[config.mk]
export PLATFORM = sky130hd
export DESIGN_NAME = encoder_speed_estimator
export DESIGN_NICKNAME = d
export VERILOG_FILES = /design/src/rtl/encoder_speed_estimator.sv
export SDC_FILE = /design/constraint.sdc
export NUM_CORES = 1
export LEC_CHECK = 0
export ABC_AREA = 0
export CAP_MARGIN = 15
export CORE_ASPECT_RATIO = 0.5
export CORE_MARGIN = 10
export CORE_UTILIZATION = 42
export DETAILED_ROUTE_END_ITERATION = 12
export MAX_ROUTING_LAYER = met4
export PLACE_DENSITY = 0.64
export SLEW_MARGIN = 20
export SYNTH_ARGS = -nofsm -noshare
export SYNTH_HDL_FRONTEND = slang
export SYNTH_SLANG_ARGS = --single-unit
[constraint.sdc]
create_clock -name clk -period 8.5 [get_ports clk]
set_input_delay 1.7 -clock clk [delete_from_list [all_inputs] [get_ports clk]]
set_output_delay 1.7 -clock clk [all_outputs]
set_load 0.005 [all_outputs]
[src/rtl/encoder_speed_estimator.sv]
// encoder_speed_estimator
// Turns the biased per-window edge sum from the quadrature encoder stage into
// a saturated signed delta, a wrapping 32-bit position and a moving-average
// speed offered over a valid/ready handshake.
// Optional feature macro: ENC_DIR_INVERT_EN (mirrored motor mount, negates raw).
module encoder_speed_estimator #(
    parameter int BIAS     = 4192,
    parameter int DELTA_W  = 16,
    parameter int LOG2_AVG = 2
) (
    input  logic               clk,
    input  logic               reset_n,
    input  logic [31:0]        count,
    input  logic               count_valid,
    input  logic               pos_clear,
    output logic [DELTA_W-1:0] delta,
    output logic [31:0]        position,
    output logic [DELTA_W-1:0] speed,
    output logic               speed_valid,
    input  logic               speed_ready,
    output logic               overrun
);

    localparam int DEPTH = 1 << LOG2_AVG;
    localparam int SUM_W = DELTA_W + LOG2_AVG;
    localparam int WP_W  = (LOG2_AVG > 0) ? LOG2_AVG : 1;
    localparam logic signed [31:0] SAT_MAX = 32'sd2 ** (DELTA_W - 1) - 32'sd1;
    localparam logic signed [31:0] SAT_MIN = -(32'sd2 ** (DELTA_W - 1));

    typedef enum logic [1:0] {
        IDLE,
        ACCUM,
        PUBLISH
    } state_t;

    state_t state;
    state_t state_next;

    logic signed [31:0]         raw;
    logic signed [31:0]         raw_dir;
    logic signed [DELTA_W-1:0]  sat;
    logic signed [DELTA_W-1:0]  hist [DEPTH];
    logic signed [SUM_W-1:0]    sum;
    logic signed [SUM_W-1:0]    sum_next;
    logic signed [DELTA_W-1:0]  speed_avg;
    logic [WP_W-1:0]            wp;

    // Direction handling: a mirrored mount flips the sign before saturation
`ifdef ENC_DIR_INVERT_EN
    always_comb raw_dir = -raw;
`else
    always_comb raw_dir = raw;
`endif

    // Clamp the window delta into the signed DELTA_W range
    always_comb begin
        sat = raw_dir[DELTA_W-1:0];
        if (raw_dir > SAT_MAX) begin
            sat = SAT_MAX[DELTA_W-1:0];
        end else if (raw_dir < SAT_MIN) begin
            sat = SAT_MIN[DELTA_W-1:0];
        end
    end

    // Running sum swaps the oldest history entry for the new delta; the
    // average is an arithmetic shift so it rounds toward minus infinity
    always_comb begin
        sum_next  = sum - SUM_W'(hist[wp]) + SUM_W'(sat);
        speed_avg = DELTA_W'(sum >>> LOG2_AVG);
    end

    // State register
    always_ff @(posedge clk or negedge reset_n) begin
        if (!reset_n) begin
            state <= IDLE;
        end else begin
            state <= state_next;
        end
    end

    // Next-state: one sample walks IDLE -> ACCUM -> PUBLISH; clear aborts it
    always_comb begin
        state_next = state;
        case (state)
            IDLE:    if (count_valid) state_next = ACCUM;
            ACCUM:   state_next = PUBLISH;
            PUBLISH: state_next = IDLE;
            default: state_next = IDLE;
        endcase
        if (pos_clear) begin
            state_next = IDLE;
        end
    end

    // Datapath: latch raw, accumulate, publish speed and run the handshake
    always_ff @(posedge clk or negedge reset_n) begin
        if (!reset_n) begin
            raw         <= '0;
            delta       <= '0;
            position    <= '0;
            sum         <= '0;
            wp          <= '0;
            speed       <= '0;
            speed_valid <= 1'b0;
            overrun     <= 1'b0;
            for (int i = 0; i < DEPTH; i++) hist[i] <= '0;
        end else if (pos_clear) begin
            delta       <= '0;
            position    <= '0;
            sum         <= '0;
            wp          <= '0;
            speed       <= '0;
            speed_valid <= 1'b0;
            overrun     <= 1'b0;
            for (int i = 0; i < DEPTH; i++) hist[i] <= '0;
        end else begin
            if (state == IDLE && count_valid) begin
                raw <= count - 32'(BIAS);
            end
            if (state == ACCUM) begin
                delta    <= sat;
                position <= position + 32'(sat);
                sum      <= sum_next;
                hist[wp] <= sat;
                if (wp == WP_W'(DEPTH - 1)) begin
                    wp <= '0;
                end else begin
                    wp <= wp + 1'b1;
                end
            end
            if (state == PUBLISH) begin
                speed       <= speed_avg;
                speed_valid <= 1'b1;
                if (speed_valid && !speed_ready) begin
                    overrun <= 1'b1;
                end
            end else if (speed_valid && speed_ready) begin
                speed_valid <= 1'b0;
            end
        end
    end

endmodule
After elaboration in Yosys (flattened, before gate mapping)
Index checks and enable logic that the tools add are counted.
{ "totals": {"register_bits": 184, "output_inout_bits": 66} }
{ "op_classes": {"n_addsub": 5, "n_lt_le_gt_ge": 4, "n_eq_ne": 4, "n_mux": 30, "bitwise_logic": 2, "reduce_logical": 12} }
{ "op_table": {"columns": ["cell", "n"], "rows": [
  ["two-way mux 16 bit", 9],
  ["two-way mux 64 bit", 2],
  ["bitwise mux 64 bit", 1],
  ["two-way mux 32 bit", 2],
  ["two-way mux 18 bit", 2],
  ["adder 32 bit", 1],
  ["binary-select mux 16 bit (select 2 bit)", 1],
  ["demux 16 bit (select 2 bit)", 1],
  ["greater-than comparator 32 x 16 -> 1 bit (second input constant)", 1],
  ["< comparator 32 x 16 -> 1 bit (second input constant)", 1],
  ["subtractor 32 x 13 -> 32 bit (second input constant)", 1],
  ["adder 18 x 16 -> 18 bit", 1],
  ["subtractor 18 x 16 -> 18 bit", 1],
  ["two-way mux 2 bit", 5],
  ["two-way mux 1 bit", 6],
  ["nonzero test 2 bit", 3],
  ["equality test 2 bit (second input constant)", 2],
  ["logical AND 1 bit", 4],
  ["case mux 2 bit (2 select lines)", 1],
  ["AND reduction 2 bit", 2],
  ["greater-or-equal comparator 3 bit (second input constant)", 1],
  ["< comparator 3 x 1 -> 1 bit (second input constant)", 1],
  ["!= test 3 bit (second input constant)", 1],
  ["NOT 2 -> 3 bit", 1],
  ["6 further kinds", 6]
]} }

Logic depth before layout (Yosys ltp)
{ "logic_depth": {"ltp_word": 8, "depth_mapped": 16, "depth_no_buf": 16} }

Worst setup path after synthesis
Ideal clock, no wire load.
{ "synth_path": {"path_type": "reg-to-reg", "startpoint": "reg wp[0]", "endpoint": "reg sum[16]", "setup_ns": 0.121, "arrival_ns": 4.036, "t_required_ns": 8.379, "path_slack_ns": 4.343, "stages_incl_launch_ff": 17, "n_path_buf": 2, "path_cell_list": "dfrtp_1 > clkbuf_1 > buf_2 > mux4_2 > ha_1 > inv_1 > ha_1 > fa_1 > a21o_1 > a21o_1 > nand2_1 > a21oi_1 > o31ai_1 > a21oi_1 > a311oi_1 > xnor2_1 > a22o_1"} }
{ "synth_between": {"elab_chain_len": 8} }
{ "synth_lines": {"columns": ["item", "line_no", "text"], "rows": [
  ["from (decl)", "46", "logic [WP_W-1:0] wp;"],
  ["from (signal assigned)", "128", "wp <= wp + 1'b1;"],
  ["NOT 2 -> 3 bit (not written as such)", "68", "sum_next = sum - SUM_W'(hist[wp]) + SUM_W'(sat);"],
  ["binary-select mux 16 bit (select 2 bit)", "68", null],
  ["two-way mux 16 bit (not written as such) (2 in series)", "68", null],
  ["subtractor 18 x 16 -> 18 bit", "68", null],
  ["adder 18 x 16 -> 18 bit", "68", null],
  ["two-way mux 18 bit", "120", "if (state == ACCUM) begin"],
  ["two-way mux 18 bit", "107", "end else if (pos_clear) begin"],
  ["to (signal assigned)", "123", "sum <= sum_next;"],
  ["to (decl)", "43", "logic signed [SUM_W-1:0] sum;"]
]} }
Every way passes these cells. The select of a mux whose other input is x is not followed.
A chain may end at the register's enable or synchronous reset.

Worst setup path in the final report
{ "layout_path": {"startpoint": "reg raw[20]", "endpoint": "reg sum[16]"} }
{ "layout_between": {"elab_chain_len": 6, "elab_cells_between_ends": 7} }
{ "layout_lines": {"columns": ["item", "line_no", "text"], "rows": [
  ["from (decl)", "39", "logic signed [31:0] raw;"],
  ["from (signal assigned)", "118", "raw <= count - 32'(BIAS);"],
  ["< comparator 32 x 16 -> 1 bit", "60", "end else if (raw_dir < SAT_MIN) begin"],
  ["two-way mux 16 bit", "60", null],
  ["two-way mux 16 bit (*)", "58", "if (raw_dir > SAT_MAX) begin"],
  ["adder 18 x 16 -> 18 bit (*)", "68", null],
  ["two-way mux 18 bit (*)", "120", null],
  ["two-way mux 18 bit (*)", "107", null]
]} }
Every way passes the cells marked *; elsewhere a longest branch is shown, timed or not. The select of a mux whose other input is x is not followed.

==> results.py <==
metrics = {
    "finish": {
        "layout-drive-gt1-share_pct": 8.67,
        "seqCellArea_um2": 4600,
        "fillers": 2198,
        "multi_input_area_um2": 5580,
        "nets": 1250,
        "syn_to_final_growth_pct": 18.7,
        "antenna_cells": 0,
    },
    "floorplanning": {
        "initial_core_util_pct": 43.3,
        "dieArea_um2": 32200,
        "io_pins": 103,
        "die_x_um": 244,
        "core.rowCount": 40,
        "die_y_um": 132,
        "core_um2": 24300,
    },
    "placed_design": {
        "gp_congestion": 0.863,
        "hpwl_um": 21200,
        "pre_cts_ws_ns": 4.19,
        "portBuffers": 102,
    },
    "outcome": {
        "status": "finished, final reports clean",
    },
    "power": {
        "power_mw": 2.95,
        "p_sw_mw": 1.10,
        "power_density_nw_per_um2": 236,
        "switching_share_pct": 37.5,
        "vdd_drop_max_uv": 167,
        "p_leak_nw": 5.62,
        "clockPowerShare_pct": 26.4,
        "seqPwrFrac_pct": 34.8,
        "combPwrFrac_pct": 38.8,
        "internal_power_mw": 1.84,
    },
    "detailed_routing": {
        "wire_per_inst_um": 19.4,
        "wl_um": 28900,
        "vias": 8292,
        "ant_nets": 0,
        "first_pass_iters": 5,
        "drc": 0,
        "drt_iter0_drc": 700,
        "via_per_inst": 5.57,
    },
    "clock_tree": {
        "cts_resized": 0,
        "hold_buffers": 0,
        "max-clock-path-buffers": 2,
        "cts_tree": "yes",
        "cts_htree_levels": 4,
        "post-cts-setup-buffers": 0,
        "clockRootBuffer": "clkbuf_16",
        "clkTransAtPathRegs_ns": 0.07,
        "cts_buffers": 17,
        "clock_latency_ns": 0.45,
        "cts.sinks": 184,
    },
    "synth": {
        "syn_nets": 1164,
        "synth_most_common_cell": "dfrtp_1",
        "yosysSeqAreaShare_pct": 43.7,
        "netlist_top_cells_area": "dfrtp_1 44%, a22o_1 6.8%, ha_1 6.5%, nand2_1 5.1%, a21oi_1 4.3%",
        "synth.largest_area_cell": "dfrtp_1",
        "yosysWarnings": 0,
        "synth_area_um2": 10500,
        "ys_top_cells_by_count": "184 x dfrtp_1, 143 x nand2_1, 91 x a21oi_1",
        "yosysUniqueCellTypes": 70,
        "async_flop_share_pct": 100,
        "netlist_instances": 1054,
        "synth-edff-count": 0,
        "yosys_register_bits": 184,
        "syn-mean-instance-area_um2": 10.0,
        "synth.top_cell.area_share_pct": 43.7,
        "ys.flop_type": "dfrtp_1",
    },
    "min_path": {
        "min_path_type": "flop to flop",
        "hold_start": "delta[4]",
    },
    "worst_setup_path": {
        "arrival_ns": 4.70,
        "worst_setup_path_end_kind": "flop",
        "slowest_delay_ns": 0.55,
        "crit_path_max_fanout": 15,
        "cp_slowest_cell": "nor4_1",
        "crit_type": "flop to flop",
        "critPathLaunchType": "flop",
        "required_ns": 8.84,
        "path_cells": "nand4_1, nor4_1, nor2_1, buf_4, nor2_1, fa_1, fa_1, a21o_1, a21o_1, nand2_1, a21oi_1, o31ai_1, a21oi_1, a311oi_1, xnor2_1, a22o_1",
        "critPathLaunch": "raw[20]",
        "r2r-start": "raw[20]",
    },
    "global_routing": {
        "grt_first_pass_wirelength_um": 46700,
        "track_usage_pct": 18.6,
        "grt_max_degree": 112,
        "grt_pass1_vias": 8401,
        "grt_overflow": 0,
        "antenna_found_initial": 0,
    },
    "sta": {
        "finalCriticalPeriod_ns": 4.37,
        "rsz0062_at_grt": "false",
        "slew_headroom_pct": 33.5,
        "fin_ws_ns": 4.13,
        "setup-tns-final_ns": 0,
        "final-setup-viol-count": 0,
        "slew_viol_final": 0,
        "skew_ns": 0.0120,
        "final.period_utilization_pct": 51.4,
        "hold_viol": 0,
        "max_clock_freq_mhz": 229,
        "tightest_slew_ns": 0.997,
    },
    "flow_run": {
        "cap_violations": 0,
    },
}
==> metal layers <==
layer	part of all wire [%]	track usage, %	vias to the layer above	routed length [um]
met2	45	27.5	207	13000
met4	1.5	4.46	0	428
met3	5.6	5.12	28	1600
met1	48	24.7	4117	13800
met5	0	-	-	0
li1	-	-	3940	-
==> per-stage QoR <==
| step | instances | util, % | area [um^2] | hold WS (ns) |
|---|---|---|---|---|
| after floorplan | 1054 | - | 10500 | 0.445 |
| after global placement | 1456 | 49.0 | 11900 | 0.459 |
| after detailed placement | 1456 | 49.0 | 11900 | 0.465 |
| after CTS | 1488 | 51.3 | 12500 | 0.481 |
| after global routing | 1489 | 51.4 | 12500 | 0.501 |
| final | 1489 | 51.4 | 12500 | 0.476 |
==> worst max-delay path, delay by kind of cell, from the launching register on <==
kind,cells,cell delay (ns)
compound gates,7,1.46
xor+xnor,1,0.11
fa+ha+maj,2,1.00
buf+inv,1,0.20
flops,1,0.38
simple gates,5,1.09
==> layout by cell type (no fill, tap or decap), types with 6 or more instances in the layout <==
master / instances
mux4_2: 16
dfrtp_1: 184
nor4_1: 6
buf_4: 16
clkbuf_16: 17
xor2_1: 18
nand2_1: 143
a21oi_1: 91
o21ai_1: 6
nand4_1: 9
nor3_1: 9
clkdlybuf4s50_1: 100
nand3_1: 10
xnor2_1: 46
nor2_1: 83
o21ai_0: 42
a21o_1: 33
a31oi_1: 7
fa_1: 18
a22o_1: 82
nor2b_1: 6
inv_1: 45
ha_1: 55
==> registers in the layout, indices dropped and copies added (netlist names) <==
name,cells
hist,64
speed_valid,1
sum,18
delta,16
overrun,1
state,2
speed,16
raw,32
wp,2
position,32
==> cell type report <==
cell class	instances	share of cell area, %
flip-flops and latches	184	36.8
repair buffers	119	9.31
multi-input cells	773	44.6
clock inverters	13	1.00
clock buffers	19	3.54
inverters	45	1.35
well taps	336	3.36
==> cells by family after synthesis <==
logic type               share of synthesized area [%]
AO/OA/AOI/OAI                                     20.9
AND/OR/NAND/NOR                                   13.2
flip-flops                                        43.7
buffers and inverters                             3.54
adder cells (fa/ha/maj)                           9.95
XOR/XNOR                                          5.32
multiplexers                                      3.42
==> path summary, 6_finish.rpt <==
kind	endpoint	slack, ns	cells past startpoint
min in group asynchronous	raw[15]	1.35	1
worst min register to register	delta[4]	0.48	1
max in group asynchronous	sum[15]	5.85	3
worst max register to register	sum[16]	4.13	16
worst min-delay path	delta[4]	0.48	1
worst max-delay path	sum[16]	4.13	16
==> power by group through the flow <==
stage	Sequential (mW)	Combinational, mW	Clock (mW)
2_1_floorplan	1.02	0.831	0
3_3_place_gp	1.04	1.11	0
3_5_place_dp	1.04	1.13	0
4_1_cts	1.03	1.14	0.790
5_1_grt	1.04	1.27	0.834
6_report	1.02	1.14	0.777
No activity file was read; power rests on OpenSTA's default activity.
